<file path="src/rtl/hssl_pkg.sv">
// Shared packet layout, type codes and parity helper for the HSSL packet path.
package hssl_pkg;

    localparam int unsigned PKT_W  = 72;
    localparam int unsigned PLD_W  = 32;
    localparam int unsigned KEY_W  = 32;
    localparam int unsigned ADDR_W = 8;
    localparam int unsigned PFX_W  = KEY_W - ADDR_W;

    typedef enum logic [1:0] {
        PKT_TYPE_MCAST = 2'b00
    } pkt_type_e;

    // Header bit positions: [7:6] type, [5:2] reserved, [1] payload present, [0] parity
    typedef struct packed {
        pkt_type_e  ptype;
        logic [3:0] rsvd;
        logic       pld_present;
        logic       parity;
    } pkt_hdr_t;

    typedef struct packed {
        logic [PLD_W-1:0] payload;
        logic [KEY_W-1:0] key;
        pkt_hdr_t         header;
    } pkt_t;

    // Odd parity over header and key, plus payload only when it is present
    function automatic logic pkt_parity_ok(input pkt_t p);
        logic [PLD_W-1:0] pld;
        pld = p.header.pld_present ? p.payload : '0;
        return ^{pld, p.key, p.header};
    endfunction

endpackage

</file>
<file path="src/rtl/pkt_skid_buffer.sv">
// Two-entry in-order skid buffer with registered ready, valid and data.
module pkt_skid_buffer #(
    parameter int unsigned DATA_W = 72
) (
    input  logic              clk,
    input  logic              resetn,
    input  logic [DATA_W-1:0] s_data,
    input  logic              s_vld,
    output logic              s_rdy,
    output logic [DATA_W-1:0] m_data,
    output logic              m_vld,
    input  logic              m_rdy
);

    logic [1:0]        cnt_q;
    logic [1:0]        cnt_nxt;
    logic [DATA_W-1:0] ent1_q;
    logic              push;
    logic              pop;
    logic              wr_slot;

    // Occupancy bookkeeping; the write slot is the first free one after any pop
    always_comb begin
        push    = s_vld && s_rdy;
        pop     = m_vld && m_rdy;
        cnt_nxt = cnt_q + 2'(push) - 2'(pop);
        wr_slot = (cnt_q - 2'(pop)) != 2'd0;
    end

    // Head entry drives the output directly; second entry shifts in on pop
    always_ff @(posedge clk or negedge resetn) begin
        if (!resetn) begin
            cnt_q  <= 2'd0;
            s_rdy  <= 1'b0;
            m_vld  <= 1'b0;
            m_data <= '0;
            ent1_q <= '0;
        end else begin
            cnt_q <= cnt_nxt;
            s_rdy <= cnt_nxt != 2'd2;
            m_vld <= cnt_nxt != 2'd0;
            if (pop) begin
                m_data <= ent1_q;
            end
            if (push) begin
                if (wr_slot) begin
                    ent1_q <= s_data;
                end else begin
                    m_data <= s_data;
                end
            end
        end
    end

endmodule

</file>
<file path="src/rtl/pkt_cfg_decoder.sv">
// Splits incoming packets into register writes, drops and forwarded traffic.
module pkt_cfg_decoder
    import hssl_pkg::*;
#(
    parameter logic [23:0] CFG_KEY_PFX = 24'hffff_fe,
    parameter int unsigned NUM_CTRS    = 2
) (
    input  logic                clk,
    input  logic                resetn,
    input  logic [PKT_W-1:0]    pkt_data_in,
    input  logic                pkt_vld_in,
    output logic                pkt_rdy_out,
    output logic [PKT_W-1:0]    fwd_data_out,
    output logic                fwd_vld_out,
    input  logic                fwd_rdy_in,
    output logic [ADDR_W-1:0]   prx_addr_out,
    output logic [PLD_W-1:0]    prx_data_out,
    output logic                prx_vld_out,
    output logic [NUM_CTRS-1:0] ctr_cnt_out
);

    pkt_t                pkt;
    logic                accept;
    logic                par_ok;
    logic                is_cfg;
    logic                cfg_wr;
    logic                drop;
    logic                fwd_class;
    logic                fwd_hs;
    logic [NUM_CTRS-1:0] ctr_nxt;

    // Classify the packet currently on the input
    always_comb begin
        pkt       = pkt_t'(pkt_data_in);
        accept    = pkt_vld_in && pkt_rdy_out;
        par_ok    = pkt_parity_ok(pkt);
        is_cfg    = par_ok && (pkt.header.ptype == PKT_TYPE_MCAST)
                    && (pkt.key[KEY_W-1:ADDR_W] == CFG_KEY_PFX);
        cfg_wr    = accept && is_cfg && pkt.header.pld_present;
        drop      = !par_ok || (is_cfg && !pkt.header.pld_present);
        fwd_class = par_ok && !is_cfg;
        fwd_hs    = fwd_vld_out && fwd_rdy_in;
        ctr_nxt    = '0;
        ctr_nxt[0] = fwd_hs;
        ctr_nxt[1] = accept && drop;
    end

    // Register write strobe and counter pulses, one cycle after the event
    always_ff @(posedge clk or negedge resetn) begin
        if (!resetn) begin
            prx_vld_out  <= 1'b0;
            prx_addr_out <= '0;
            prx_data_out <= '0;
            ctr_cnt_out  <= '0;
        end else begin
            prx_vld_out <= cfg_wr;
            ctr_cnt_out <= ctr_nxt;
            if (cfg_wr) begin
                prx_addr_out <= pkt.key[ADDR_W-1:0];
                prx_data_out <= pkt.payload;
            end
        end
    end

    // Forward path; its ready doubles as the input ready for every packet class
    pkt_skid_buffer #(
        .DATA_W (PKT_W)
    ) u_skid (
        .clk    (clk),
        .resetn (resetn),
        .s_data (pkt_data_in),
        .s_vld  (pkt_vld_in && fwd_class),
        .s_rdy  (pkt_rdy_out),
        .m_data (fwd_data_out),
        .m_vld  (fwd_vld_out),
        .m_rdy  (fwd_rdy_in)
    );

endmodule

</file>
<file path="config.mk">
export PLATFORM = sky130hd
export DESIGN_NAME = pkt_cfg_decoder
export DESIGN_NICKNAME = d
export VERILOG_FILES = /design/src/rtl/hssl_pkg.sv /design/src/rtl/pkt_skid_buffer.sv /design/src/rtl/pkt_cfg_decoder.sv
export SDC_FILE = /design/constraint.sdc
export NUM_CORES = 1
export LEC_CHECK = 0
export ABC_AREA = 0
export BUFFER_PORTS_ARGS = -buffer_cell sky130_fd_sc_hd__buf_4
export CAP_MARGIN = 10
export CORE_ASPECT_RATIO = 0.8
export CORE_MARGIN = 5
export CORE_UTILIZATION = 49
export DETAILED_ROUTE_END_ITERATION = 10
export HOLD_SLACK_MARGIN = 0.03
export PLACE_DENSITY_LB_ADDON = 0.2
export SETUP_SLACK_MARGIN = 0.05
export SYNTH_ARGS = -nofsm -noshare
export SYNTH_HDL_FRONTEND = slang
export SYNTH_HIERARCHICAL = 1
export SYNTH_SLANG_ARGS = --single-unit
</file>
<file path="constraint.sdc">
create_clock -name clk -period 1.8 [get_ports clk]
set_clock_uncertainty 0.1 [all_clocks]
set_input_delay 0.54 -clock clk [delete_from_list [all_inputs] [get_ports clk]]
set_output_delay 0.54 -clock clk [all_outputs]
set_load 0.01 [all_outputs]
</file>
==> impl_metrics.toml <==
[worst_setup_path]
arrival_ns = 3.39
crit_fanout = 3
rrSetupSlack_ns = -0.22
cp-start-kind = "primary input"
cp-end-kind = "flop"
worstPathRequired_ns = 2.00
critPathKind = "primary input to flop"
ff2ff_path_depth = 7

[timing]
min_period_over_period_pct = 177
worst_slew_pin_slew_ns = 0.442
slew_headroom_pct = 70.5
min_period_ns = 3.19
slew_viol_final = 0
rsz0062_at_grt = "yes"
finalSetupViolations = 190
fmax_ghz = 0.314
hold_viol = 0
setup_ws_ns = -1.39

[clock_network]
clk_path_buf_depth = 2
clk_pin_slew_ns = 0.07
htreeDepth = 4
clk_latency_ns = 0.43
cts_made_buffers = 17
root_buffer = "clkbuf_16"
cts_tree = "yes"
cts.sinks = 191

[grt]
grt_pass1_wl_um = 36000
grt_max_degree = 45
grt_pass1_vias = 6543
grt_use_total_pct = 22.0
antenna_found_initial = 0
overflow = 0

[place]
placed_area_sq_um = 11500
portBuffers = 192
gp_congestion = 0.762
dpl.hpwl_um = 15100
placedCellCount = 1062
pre_cts_slack_ns = -1.91

[drt]
first_iter_violations = 226
drt-total-wl_um = 23400
route.detailed.drc = 0
drt_pre_antenna_iters = 4
antenna_left = 0
via_count = 5822
viasPerCell = 5.18
routedWlPerCell_um = 20.8

[logic_synthesis]
avgSynthCellArea_sq_um = 15.5
synth_warnings = 6
netlist_area_sq_um = 8940
ys_seq_area_share_pct = 53.5
synthDistinctLibCells = 32
syn_inst = 576
synthesis.nets = 666
synth-seq-cells = 191

[worst_hold_path]
hold_depth = 2
holdCritPathClass = "primary input to flop"

[floorplanning]
die_x_um = 161
die_h_um = 131
start_util_pct = 49.5
num_io_pins = 193
row_count = 44
coreArea_sq_um = 18100
die_area_sq_um = 21100

[cells_and_area]
final_cells = 1125
antenna_cells = 0
nFillCells = 1121
final_util_pct = 73.8
multi_input_area_sq_um = 4620
final_area_sq_um = 13300
area_delta_synth_final_pct = 49.0
layout.area.seq_sq_um = 4780
fin_nets = 972
final_layout_size_suffix_gt1_share_pct = 72.4

[job]
max_cap_violations = 0

[power]
power_density_nw_per_um2 = 1820
ir_drop_mv = 0.871
power.leakage_nw = 6.25

[run_status]
status = "complete, but fails checks"
violations = "setup timing"
-- where the power goes --
part / leakage [nW] / switching, mW / total, mW / internal (mW)
Clock: 0.288 / 1.70 / 3.82 / 2.12
Sequential: 2.34 / 1.02 / 7.14 / 6.12
Combinational: 3.62 / 4.77 / 13.3 / 8.55
-- routing by layer --
metal / GRT usage (%) / vias up / share of wire (%)
met5: 0 / - / 0
met1: 28.5 / 2995 / 44
met4: 5.62 / 0 / 1.6
met2: 37.9 / 146 / 50
li1: - / 2658 / -
met3: 5.52 / 23 / 5.2
-- layout make-up --
cell class | instances | area share (%)
flip-flops and latches | 191 | 35.9
multi-input cells | 355 | 34.7
clock inverters | 13 | 1.14
clock buffers | 19 | 3.33
repair buffers | 314 | 22.6
well taps | 230 | 2.16
inverters | 3 | 0.197
-- per-stage QoR --
step	setup TNS [ns]	power, mW	hold WS [ns]
2_1_floorplan	-255.90	13.1	0.144
3_3_place_gp	-321.68	16.3	0.363
3_5_place_dp	-330.88	16.8	0.371
4_1_cts	-226.05	22.9	0.245
5_1_grt	-249.03	25.5	0.237
6_report	-239.44	24.3	0.255
-- repair_timing --
item                       CTS  global route
gates resized for setup     81            69
setup buffers               13             6
cloned                      11             3
hold endpoints to repair    26             0
pin swaps                   22            13
hold buffers                 1             0
setup endpoints to repair  191           191
-- final timing paths --
kind / startpoint / to
hold / removal: pkt_data_in[23] / u_skid/ent1_q[23]
setup reg to reg: u_skid/cnt_q[0] / u_skid/ent1_q[10]
max in group asynchronous: resetn / u_skid/m_vld
setup / recovery: pkt_data_in[22] / u_skid/s_rdy
min in group asynchronous: resetn / prx_data_out[8]
hold reg to reg: u_skid/ent1_q[22] / u_skid/ent1_q[22]
-- cells by family (layout without fill, tap and decap cells) --
group                    Yosys count  after routing  synth area share, %
AND/OR/NAND/NOR                   19             19                 1.51
adder cells (fa/ha/maj)           14             14                 1.96
multiplexers                     256            256                 33.9
buffers and inverters             30            349                 2.28
flip-flops                       191            191                 53.5
AO/OA/AOI/OAI                      6              6                0.532
XOR/XNOR                          60             60                 6.34
-- worst max-delay path, stage by stage --
cell     delay, ns
buf_8         0.10
ha_4          0.25
xnor2_4       0.15
xnor2_2       0.22
xnor3_1       0.40
xnor2_2       0.17
and3_4        0.17
nor4b_4       0.22
nand2_2       0.15
xnor2_2       0.19
ha_4          0.18
xor2_2        0.15
and3_4        0.18
or3_1         0.31
-- layout by cell type, fill, tap and decap left out, drive strengths merged --
cell / count
and2b: 1
bufinv: 2
and3: 2
xor2: 8
clkinv: 4
nor4b: 1
nor4: 1
xnor3: 3
and4b: 1
clkbuf: 22
inv: 8
nor2b: 1
or3: 1
nand2: 3
ha: 14
nor2: 1
a211oi: 1
a21oi: 2
mux2: 256
dlygate4sd3: 1
o21bai: 2
and2: 2
xnor2: 49
nand3: 1
buf: 310
o311a: 1
nand4: 3
nor3: 1
clkinvlp: 2
dfrtp: 191
-- cells in the mapped netlist --
| cell | instances | area [sq um] |
|---|---|---|
| a211oi_2 | 1 | 12.5 |
| a21oi_1 | 2 | 10.0 |
| and2_1 | 2 | 12.5 |
| and2b_2 | 1 | 8.76 |
| and3_1 | 1 | 6.26 |
| and3_2 | 1 | 7.51 |
| and4b_1 | 1 | 10.0 |
| buf_1 | 1 | 3.75 |
| buf_12 | 4 | 80.1 |
| buf_2 | 15 | 75.1 |
| buf_6 | 1 | 11.3 |
| clkbuf_1 | 6 | 22.5 |
| dfrtp_1 | 191 | 4780 |
| ha_1 | 14 | 175 |
| inv_1 | 3 | 11.3 |
| mux2_1 | 15 | 169 |
| mux2_2 | 202 | 2270 |
| mux2_4 | 39 | 586 |
| nand2_1 | 3 | 11.3 |
| nand3_1 | 1 | 5.00 |
| nand4_1 | 3 | 18.8 |
| nor2_1 | 1 | 3.75 |
| nor2b_4 | 1 | 13.8 |
| nor3_4 | 1 | 16.3 |
| nor4_1 | 1 | 6.26 |
| nor4b_1 | 1 | 8.76 |
| o21bai_1 | 2 | 15.0 |
| o311a_1 | 1 | 10.0 |
| or3_1 | 1 | 6.26 |
| xnor2_1 | 49 | 429 |
| xnor3_1 | 3 | 67.6 |
| xor2_1 | 8 | 70.1 |
-- registers in the layout, indices dropped and copies added, names as in the netlist --
name,count
u_skid/cnt_q,2
prx_addr_out,8
ctr_cnt_out,2
u_skid/ent1_q,72
u_skid/m_vld,1
prx_data_out,32
u_skid/m_data,72
prx_vld_out,1
u_skid/s_rdy,1
Note: power is estimated with default switching activity, not from simulation.
